===== src/rtl/writeback_arbiter_if.sv =====
// Writeback bus: unit result handshakes in, register/predicate write port and
// scoreboard release strobes out.
interface writeback_arbiter_if #(
  parameter int REG_BITS      = 4,
  parameter int PRED_REG_BITS = 2,
  parameter int DATA_WIDTH    = 32,
  parameter int NUM_UNITS     = 4
);
  logic [NUM_UNITS-1:0]               unit_valid;
  logic [NUM_UNITS-1:0]               unit_ready;
  logic [NUM_UNITS-1:0]               unit_reg_valid;
  logic [NUM_UNITS*REG_BITS-1:0]      unit_reg_addr;
  logic [NUM_UNITS*DATA_WIDTH-1:0]    unit_reg_data;
  logic [NUM_UNITS-1:0]               unit_pred_valid;
  logic [NUM_UNITS*PRED_REG_BITS-1:0] unit_pred_addr;
  logic [NUM_UNITS-1:0]               unit_pred_data;
  logic                               wr_reg;
  logic [REG_BITS-1:0]                wr_reg_addr;
  logic [DATA_WIDTH-1:0]              wr_reg_data;
  logic                               wr_pred;
  logic [PRED_REG_BITS-1:0]           wr_pred_addr;
  logic                               wr_pred_data;
  logic                               free_complex_alu;
  logic                               free_fpu;
  logic                               free_mem_unit;

  modport master (
    output unit_valid, unit_reg_valid, unit_reg_addr, unit_reg_data,
           unit_pred_valid, unit_pred_addr, unit_pred_data,
    input  unit_ready, wr_reg, wr_reg_addr, wr_reg_data, wr_pred, wr_pred_addr,
           wr_pred_data, free_complex_alu, free_fpu, free_mem_unit
  );

  modport slave (
    input  unit_valid, unit_reg_valid, unit_reg_addr, unit_reg_data,
           unit_pred_valid, unit_pred_addr, unit_pred_data,
    output unit_ready, wr_reg, wr_reg_addr, wr_reg_data, wr_pred, wr_pred_addr,
           wr_pred_data, free_complex_alu, free_fpu, free_mem_unit
  );
endinterface


===== src/rtl/writeback_arbiter.sv =====
// Writeback arbiter: one holding buffer per functional unit, round-robin grant,
// registered single-cycle write and release strobes.
module writeback_arbiter #(
  parameter int REG_BITS      = 4,
  parameter int PRED_REG_BITS = 2,
  parameter int DATA_WIDTH    = 32
) (
  input logic             clk,
  input logic             reset,
  writeback_arbiter_if.slave bus
);
  localparam int NUM_UNITS = 4;

  logic [NUM_UNITS-1:0]     buf_valid_q;
  logic [NUM_UNITS-1:0]     buf_reg_valid_q;
  logic [REG_BITS-1:0]      buf_reg_addr_q  [NUM_UNITS];
  logic [DATA_WIDTH-1:0]    buf_reg_data_q  [NUM_UNITS];
  logic [NUM_UNITS-1:0]     buf_pred_valid_q;
  logic [PRED_REG_BITS-1:0] buf_pred_addr_q [NUM_UNITS];
  logic [NUM_UNITS-1:0]     buf_pred_data_q;

  logic [1:0]               ptr_q, ptr_d;
  logic                     wr_reg_q, wr_reg_d;
  logic [REG_BITS-1:0]      wr_reg_addr_q, wr_reg_addr_d;
  logic [DATA_WIDTH-1:0]    wr_reg_data_q, wr_reg_data_d;
  logic                     wr_pred_q, wr_pred_d;
  logic [PRED_REG_BITS-1:0] wr_pred_addr_q, wr_pred_addr_d;
  logic                     wr_pred_data_q, wr_pred_data_d;
  logic [2:0]               free_q, free_d;

  logic [NUM_UNITS-1:0]     grant;
  logic                     grant_any;
  logic [1:0]               grant_idx;
  logic [1:0]               scan_idx;
  logic                     hit;
  logic [NUM_UNITS-1:0]     unit_ready;

  // Round-robin pick: first occupied buffer at or after the pointer, wrapping.
  always_comb begin
    grant_any = 1'b0;
    grant_idx = 2'd0;
    scan_idx  = 2'd0;
    hit       = 1'b0;
    for (int off = 0; off < NUM_UNITS; off++) begin
      scan_idx  = ptr_q + 2'(off);
      hit       = ~grant_any & buf_valid_q[scan_idx];
      grant_idx = hit ? scan_idx : grant_idx;
      grant_any = grant_any | hit;
    end
    grant = grant_any ? (4'b0001 << grant_idx) : 4'b0000;
  end

  assign unit_ready     = ~buf_valid_q | grant;
  assign bus.unit_ready = unit_ready;

  // Next-state for the write port, release strobes and pointer.
  always_comb begin
    wr_reg_d       = grant_any & buf_reg_valid_q[grant_idx];
    wr_pred_d      = grant_any & buf_pred_valid_q[grant_idx];
    wr_reg_addr_d  = grant_any ? buf_reg_addr_q[grant_idx]  : wr_reg_addr_q;
    wr_reg_data_d  = grant_any ? buf_reg_data_q[grant_idx]  : wr_reg_data_q;
    wr_pred_addr_d = grant_any ? buf_pred_addr_q[grant_idx] : wr_pred_addr_q;
    wr_pred_data_d = grant_any ? buf_pred_data_q[grant_idx] : wr_pred_data_q;
    free_d         = {grant_any & (grant_idx == 2'd3),
                      grant_any & (grant_idx == 2'd2),
                      grant_any & (grant_idx == 2'd1)};
    ptr_d          = grant_any ? (grant_idx + 2'd1) : ptr_q;
  end

  // Output and pointer registers.
  always_ff @(posedge clk) begin
    if (reset) begin
      ptr_q          <= 2'd0;
      wr_reg_q       <= 1'b0;
      wr_reg_addr_q  <= '0;
      wr_reg_data_q  <= '0;
      wr_pred_q      <= 1'b0;
      wr_pred_addr_q <= '0;
      wr_pred_data_q <= 1'b0;
      free_q         <= 3'b000;
    end else begin
      ptr_q          <= ptr_d;
      wr_reg_q       <= wr_reg_d;
      wr_reg_addr_q  <= wr_reg_addr_d;
      wr_reg_data_q  <= wr_reg_data_d;
      wr_pred_q      <= wr_pred_d;
      wr_pred_addr_q <= wr_pred_addr_d;
      wr_pred_data_q <= wr_pred_data_d;
      free_q         <= free_d;
    end
  end

  // Holding buffers: a capture wins over a drain so a granted slot refills without a bubble.
  always_ff @(posedge clk) begin
    if (reset) begin
      buf_valid_q      <= '0;
      buf_reg_valid_q  <= '0;
      buf_pred_valid_q <= '0;
      buf_pred_data_q  <= '0;
      for (int i = 0; i < NUM_UNITS; i++) begin
        buf_reg_addr_q[i]  <= '0;
        buf_reg_data_q[i]  <= '0;
        buf_pred_addr_q[i] <= '0;
      end
    end else begin
      for (int i = 0; i < NUM_UNITS; i++) begin
        if (bus.unit_valid[i] && unit_ready[i]) begin
          buf_valid_q[i]      <= 1'b1;
          buf_reg_valid_q[i]  <= bus.unit_reg_valid[i];
          buf_reg_addr_q[i]   <= bus.unit_reg_addr[i*REG_BITS +: REG_BITS];
          buf_reg_data_q[i]   <= bus.unit_reg_data[i*DATA_WIDTH +: DATA_WIDTH];
          buf_pred_valid_q[i] <= bus.unit_pred_valid[i];
          buf_pred_addr_q[i]  <= bus.unit_pred_addr[i*PRED_REG_BITS +: PRED_REG_BITS];
          buf_pred_data_q[i]  <= bus.unit_pred_data[i];
        end else if (grant[i]) begin
          buf_valid_q[i] <= 1'b0;
        end
      end
    end
  end

  assign bus.wr_reg           = wr_reg_q;
  assign bus.wr_reg_addr      = wr_reg_addr_q;
  assign bus.wr_reg_data      = wr_reg_data_q;
  assign bus.wr_pred          = wr_pred_q;
  assign bus.wr_pred_addr     = wr_pred_addr_q;
  assign bus.wr_pred_data     = wr_pred_data_q;
  assign bus.free_complex_alu = free_q[0];
  assign bus.free_fpu         = free_q[1];
  assign bus.free_mem_unit    = free_q[2];
endmodule

===== src/flat_wrapper.sv =====
// flat-port wrapper written by rule: the top's interface ports become plain ports
module writeback_arbiter_flat 
#(
  parameter int REG_BITS      = 4,
  parameter int PRED_REG_BITS = 2,
  parameter int DATA_WIDTH    = 32
)
  (clk, reset, bus_unit_valid, bus_unit_reg_valid, bus_unit_reg_addr, bus_unit_reg_data, bus_unit_pred_valid, bus_unit_pred_addr, bus_unit_pred_data, bus_unit_ready, bus_wr_reg, bus_wr_reg_addr, bus_wr_reg_data, bus_wr_pred, bus_wr_pred_addr, bus_wr_pred_data, bus_free_complex_alu, bus_free_fpu, bus_free_mem_unit);
  writeback_arbiter_if #(.REG_BITS(REG_BITS), .PRED_REG_BITS(PRED_REG_BITS), .DATA_WIDTH(DATA_WIDTH)) bus_i ();
  input logic clk;
  input logic reset;
  input wire logic [$bits(bus_i.unit_valid)-1:0] bus_unit_valid;
  input wire logic [$bits(bus_i.unit_reg_valid)-1:0] bus_unit_reg_valid;
  input wire logic [$bits(bus_i.unit_reg_addr)-1:0] bus_unit_reg_addr;
  input wire logic [$bits(bus_i.unit_reg_data)-1:0] bus_unit_reg_data;
  input wire logic [$bits(bus_i.unit_pred_valid)-1:0] bus_unit_pred_valid;
  input wire logic [$bits(bus_i.unit_pred_addr)-1:0] bus_unit_pred_addr;
  input wire logic [$bits(bus_i.unit_pred_data)-1:0] bus_unit_pred_data;
  output wire logic [$bits(bus_i.unit_ready)-1:0] bus_unit_ready;
  output wire logic [$bits(bus_i.wr_reg)-1:0] bus_wr_reg;
  output wire logic [$bits(bus_i.wr_reg_addr)-1:0] bus_wr_reg_addr;
  output wire logic [$bits(bus_i.wr_reg_data)-1:0] bus_wr_reg_data;
  output wire logic [$bits(bus_i.wr_pred)-1:0] bus_wr_pred;
  output wire logic [$bits(bus_i.wr_pred_addr)-1:0] bus_wr_pred_addr;
  output wire logic [$bits(bus_i.wr_pred_data)-1:0] bus_wr_pred_data;
  output wire logic [$bits(bus_i.free_complex_alu)-1:0] bus_free_complex_alu;
  output wire logic [$bits(bus_i.free_fpu)-1:0] bus_free_fpu;
  output wire logic [$bits(bus_i.free_mem_unit)-1:0] bus_free_mem_unit;
  assign bus_i.unit_valid = bus_unit_valid;
  assign bus_i.unit_reg_valid = bus_unit_reg_valid;
  assign bus_i.unit_reg_addr = bus_unit_reg_addr;
  assign bus_i.unit_reg_data = bus_unit_reg_data;
  assign bus_i.unit_pred_valid = bus_unit_pred_valid;
  assign bus_i.unit_pred_addr = bus_unit_pred_addr;
  assign bus_i.unit_pred_data = bus_unit_pred_data;
  assign bus_unit_ready = bus_i.unit_ready;
  assign bus_wr_reg = bus_i.wr_reg;
  assign bus_wr_reg_addr = bus_i.wr_reg_addr;
  assign bus_wr_reg_data = bus_i.wr_reg_data;
  assign bus_wr_pred = bus_i.wr_pred;
  assign bus_wr_pred_addr = bus_i.wr_pred_addr;
  assign bus_wr_pred_data = bus_i.wr_pred_data;
  assign bus_free_complex_alu = bus_i.free_complex_alu;
  assign bus_free_fpu = bus_i.free_fpu;
  assign bus_free_mem_unit = bus_i.free_mem_unit;
  writeback_arbiter #(.REG_BITS(REG_BITS), .PRED_REG_BITS(PRED_REG_BITS), .DATA_WIDTH(DATA_WIDTH)) u_core (.clk(clk), .reset(reset), .bus(bus_i));
endmodule

===== config.mk =====
export PLATFORM = sky130hd
export DESIGN_NAME = writeback_arbiter_flat
export DESIGN_NICKNAME = d
export VERILOG_FILES = /design/src/rtl/writeback_arbiter_if.sv /design/src/rtl/writeback_arbiter.sv /design/src/flat_wrapper.sv
export SDC_FILE = /design/constraint.sdc
export NUM_CORES = 1
export LEC_CHECK = 0
export ABC_CLOCK_PERIOD_IN_PS = 3940
export CAP_MARGIN = 40
export CORE_UTILIZATION = 50
export DETAILED_ROUTE_END_ITERATION = 8
export HOLD_SLACK_MARGIN = 0.06
export PLACE_DENSITY = 0.89
export SYNTH_ARGS = -nofsm -noshare
export SYNTH_HDL_FRONTEND = slang
export SYNTH_SLANG_ARGS = --single-unit

===== constraint.sdc =====
create_clock -name clk -period 3.94 [get_ports clk]
set_clock_uncertainty 0.15 [all_clocks]
set_input_delay 0.985 -clock clk [delete_from_list [all_inputs] [get_ports clk]]
set_output_delay 0.985 -clock clk [all_outputs]
set_load 0.01 [all_outputs]

==> out/qor.yml <==
fin_tns_setup_ns: 0
top_register: "u_core.buf_reg_data_q"
cts_resized: 0
clock-sinks: 214
portBuffers: 217
relSlewSlack_pct: 34.7
dr.pass1.iters: 7
cap_violations: 0
antenna_found_initial: 1
cp_num_buf_inv: 2
violations: "design-rule violations"
cts_setup_buffers: 0
cp_cell_sequence: "o21bai_1 > a21oi_1 > inv_1 > clkdlybuf4s50_1"
crit_path_max_fanout: 11
drive_gt1_share_pct: 11.3
met3_usage_pct: 4.09
largest_reg_flops: 128
grt_max_degree: 45
p_per_area_nw_per_um2: 460
rows: 49
fillers: 1241
cp.arrival_ns: 2.50
yosys_warnings: 0
vias_per_cell: 5.63
die_area_um2: 19100
vias: 6529
critPathTopFamily: "compound AO/OA/AOI/OAI gates"
grt-ovfl-total: 0
drtIter0Drc: 544
root_buffer: "clkbuf_16"
hold_start: "u_core.buf_pred_data_q[0]"
final_cell_mix: "clkdlybuf4s50_1 (216), and2_1 (153), edfxtp_1 (152)"
cpMaxStageDelayCell: "dfxtp_1"
fin_total_pwr_mw: 5.69
tightestPinTransition_ns: 0.980
holdBufCountCts: 0
worstSetupStartpointType: "register"
syn_nets: 884
area_growth_pct: 33.5
hold_viol_final: 0
cpPeakStageDelay_ns: 0.62
cts_tree: "yes"
dpl.hpwl_um: 15300
p_leak_nw: 4.66
drc_errors: 24
routed_wl_um: 23900
syn_avg_cell_area_um2: 13.0
synth_cell_types: 45
finalCritPeriodShare_pct: 92.2
end_kind: "primary output"
ys_ff_latch: 214
rr_startpoint: "u_core.ptr_q[1]"
die_x_um: 138
nets: 1085
yosysSeqAreaShare_pct: 62.7
grtUsageMet1_pct: 31.9
report.final.slew_viol_count: 0
core-area_um2: 18100
start_util_pct: 51.2
busiest_layer: "met2"
grt_usage_pct: 25.0
syn_area_um2: 9260
post-place-ws_ns: 0.765
cts_buffer_depth: 3
crit_start: "u_core.buf_valid_q[1]"
grt_pass1_vias: 6710
layout_commonest_cell: "clkdlybuf4s50_1"
synthCells: 714
min-delay-path-class: "reg -> reg"
antenna_left: 0
fin_crit_ns: 3.63
wl_per_cell_um: 20.6
ios: 218
gp_congestion: 0.801
fmax_mhz: 275
grt_pass1_wl_um: 36700
clock_latency_ns: 0.49
setup_slack_ns: 0.308
htreeDepth: 1
status: "complete, but fails checks"
cts_made_buffers: 21
worst-setup-path-type: "reg -> out"
crit_required_ns: 2.80
rsz0062_at_grt: "false"
path_clk_slew_ns: 0.06
grtUsageMet2_pct: 42.6
die_h_um: 138
report.final.setup_viol: 0
vdd_drop_max_mv: 0.289
## where the power goes
group          internal [mW]  total [mW]  switching [mW]
sequential              2.63        2.72          0.0921
clock                   1.20        2.03           0.829
combinational          0.470       0.933           0.463
## final cells by class
type                    count  area, µm²  area share [%]
diodes                      1       2.50          0.0202
flip-flops and latches    214       5810            47.0
inverters                   8       30.0           0.243
well taps                 229        287            2.32
clock buffers              30        609            4.93
clock inverters             7       86.3           0.698
multi-input cells         438       3200            25.9
repair buffers            232       2340            18.9
## synthesized netlist by cell type, drive strengths merged
library cell / instances / share of area [%]
edfxtp: 152 / 49
o2bb2ai: 1 / 0.095
or3b: 1 / 0.12
a21boi: 3 / 0.32
buf: 28 / 2.0
mux2: 41 / 5.0
mux2i: 9 / 0.97
nand2b: 9 / 0.61
or3: 2 / 0.14
inv: 8 / 0.32
o21bai: 2 / 0.16
clkbuf: 26 / 1.1
nor3: 4 / 0.27
a222oi: 2 / 0.22
o221ai: 2 / 0.38
and2b: 1 / 0.081
nand3b: 3 / 0.24
and3: 1 / 0.068
o21a: 2 / 0.16
nand2: 41 / 1.7
nor2b: 3 / 0.20
a211oi: 39 / 5.2
and2: 153 / 10
nor2: 52 / 2.1
o31ai: 1 / 0.23
dfxtp: 62 / 13
a31oi: 1 / 0.068
nand3: 1 / 0.054
a21bo: 1 / 0.11
nor3b: 2 / 0.16
o21ai: 6 / 0.32
or2: 3 / 0.20
a221oi: 39 / 3.7
a21oi: 13 / 0.74
## metal layers
layer,routed length [µm],vias to the layer above
met2,11900,356
met4,717,0
li1,-,2968
met1,9370,3153
met3,1950,52
met5,0,-
## cells by family after synthesis
| kind of cell | after synthesis | synth area share (%) |
|---|---|---|
| muxes | 50 | 5.96 |
| and+or+nand+nor | 276 | 16.2 |
| buffers and inverters | 62 | 3.42 |
| DFF | 214 | 62.7 |
| AOI/OAI and AO/OA | 112 | 11.7 |
## tightest hold or removal path, cell delays in order (launching register included)
cell      delay [ns]
dfxtp_1         0.31
nand2b_1        0.06
mux2i_1         0.06
## path summary, 6_finish.rpt
kind	to	slack, ns	depth (start not counted)
max	bus_unit_ready[3]	0.31	4
max reg2reg	u_core.buf_reg_data_q[0][24]	1.07	6
min	u_core.buf_pred_data_q[0]	0.33	2
min reg2reg	u_core.buf_pred_data_q[0]	0.33	2
## per-stage QoR
step           hold slack [ns]  std cells  utilization (%)  instance area [µm²]
2_1_floorplan            0.297        714                -                 9260
5_1_grt                  0.359       1159             68.4                12400
3_5_place_dp             0.311       1121             64.5                11700
4_1_cts                  0.329       1158             68.3                12400
3_3_place_gp             0.309       1119             64.2                11600
6_report                 0.327       1159             68.4                12400
No activity file was read; power rests on OpenSTA's default activity.
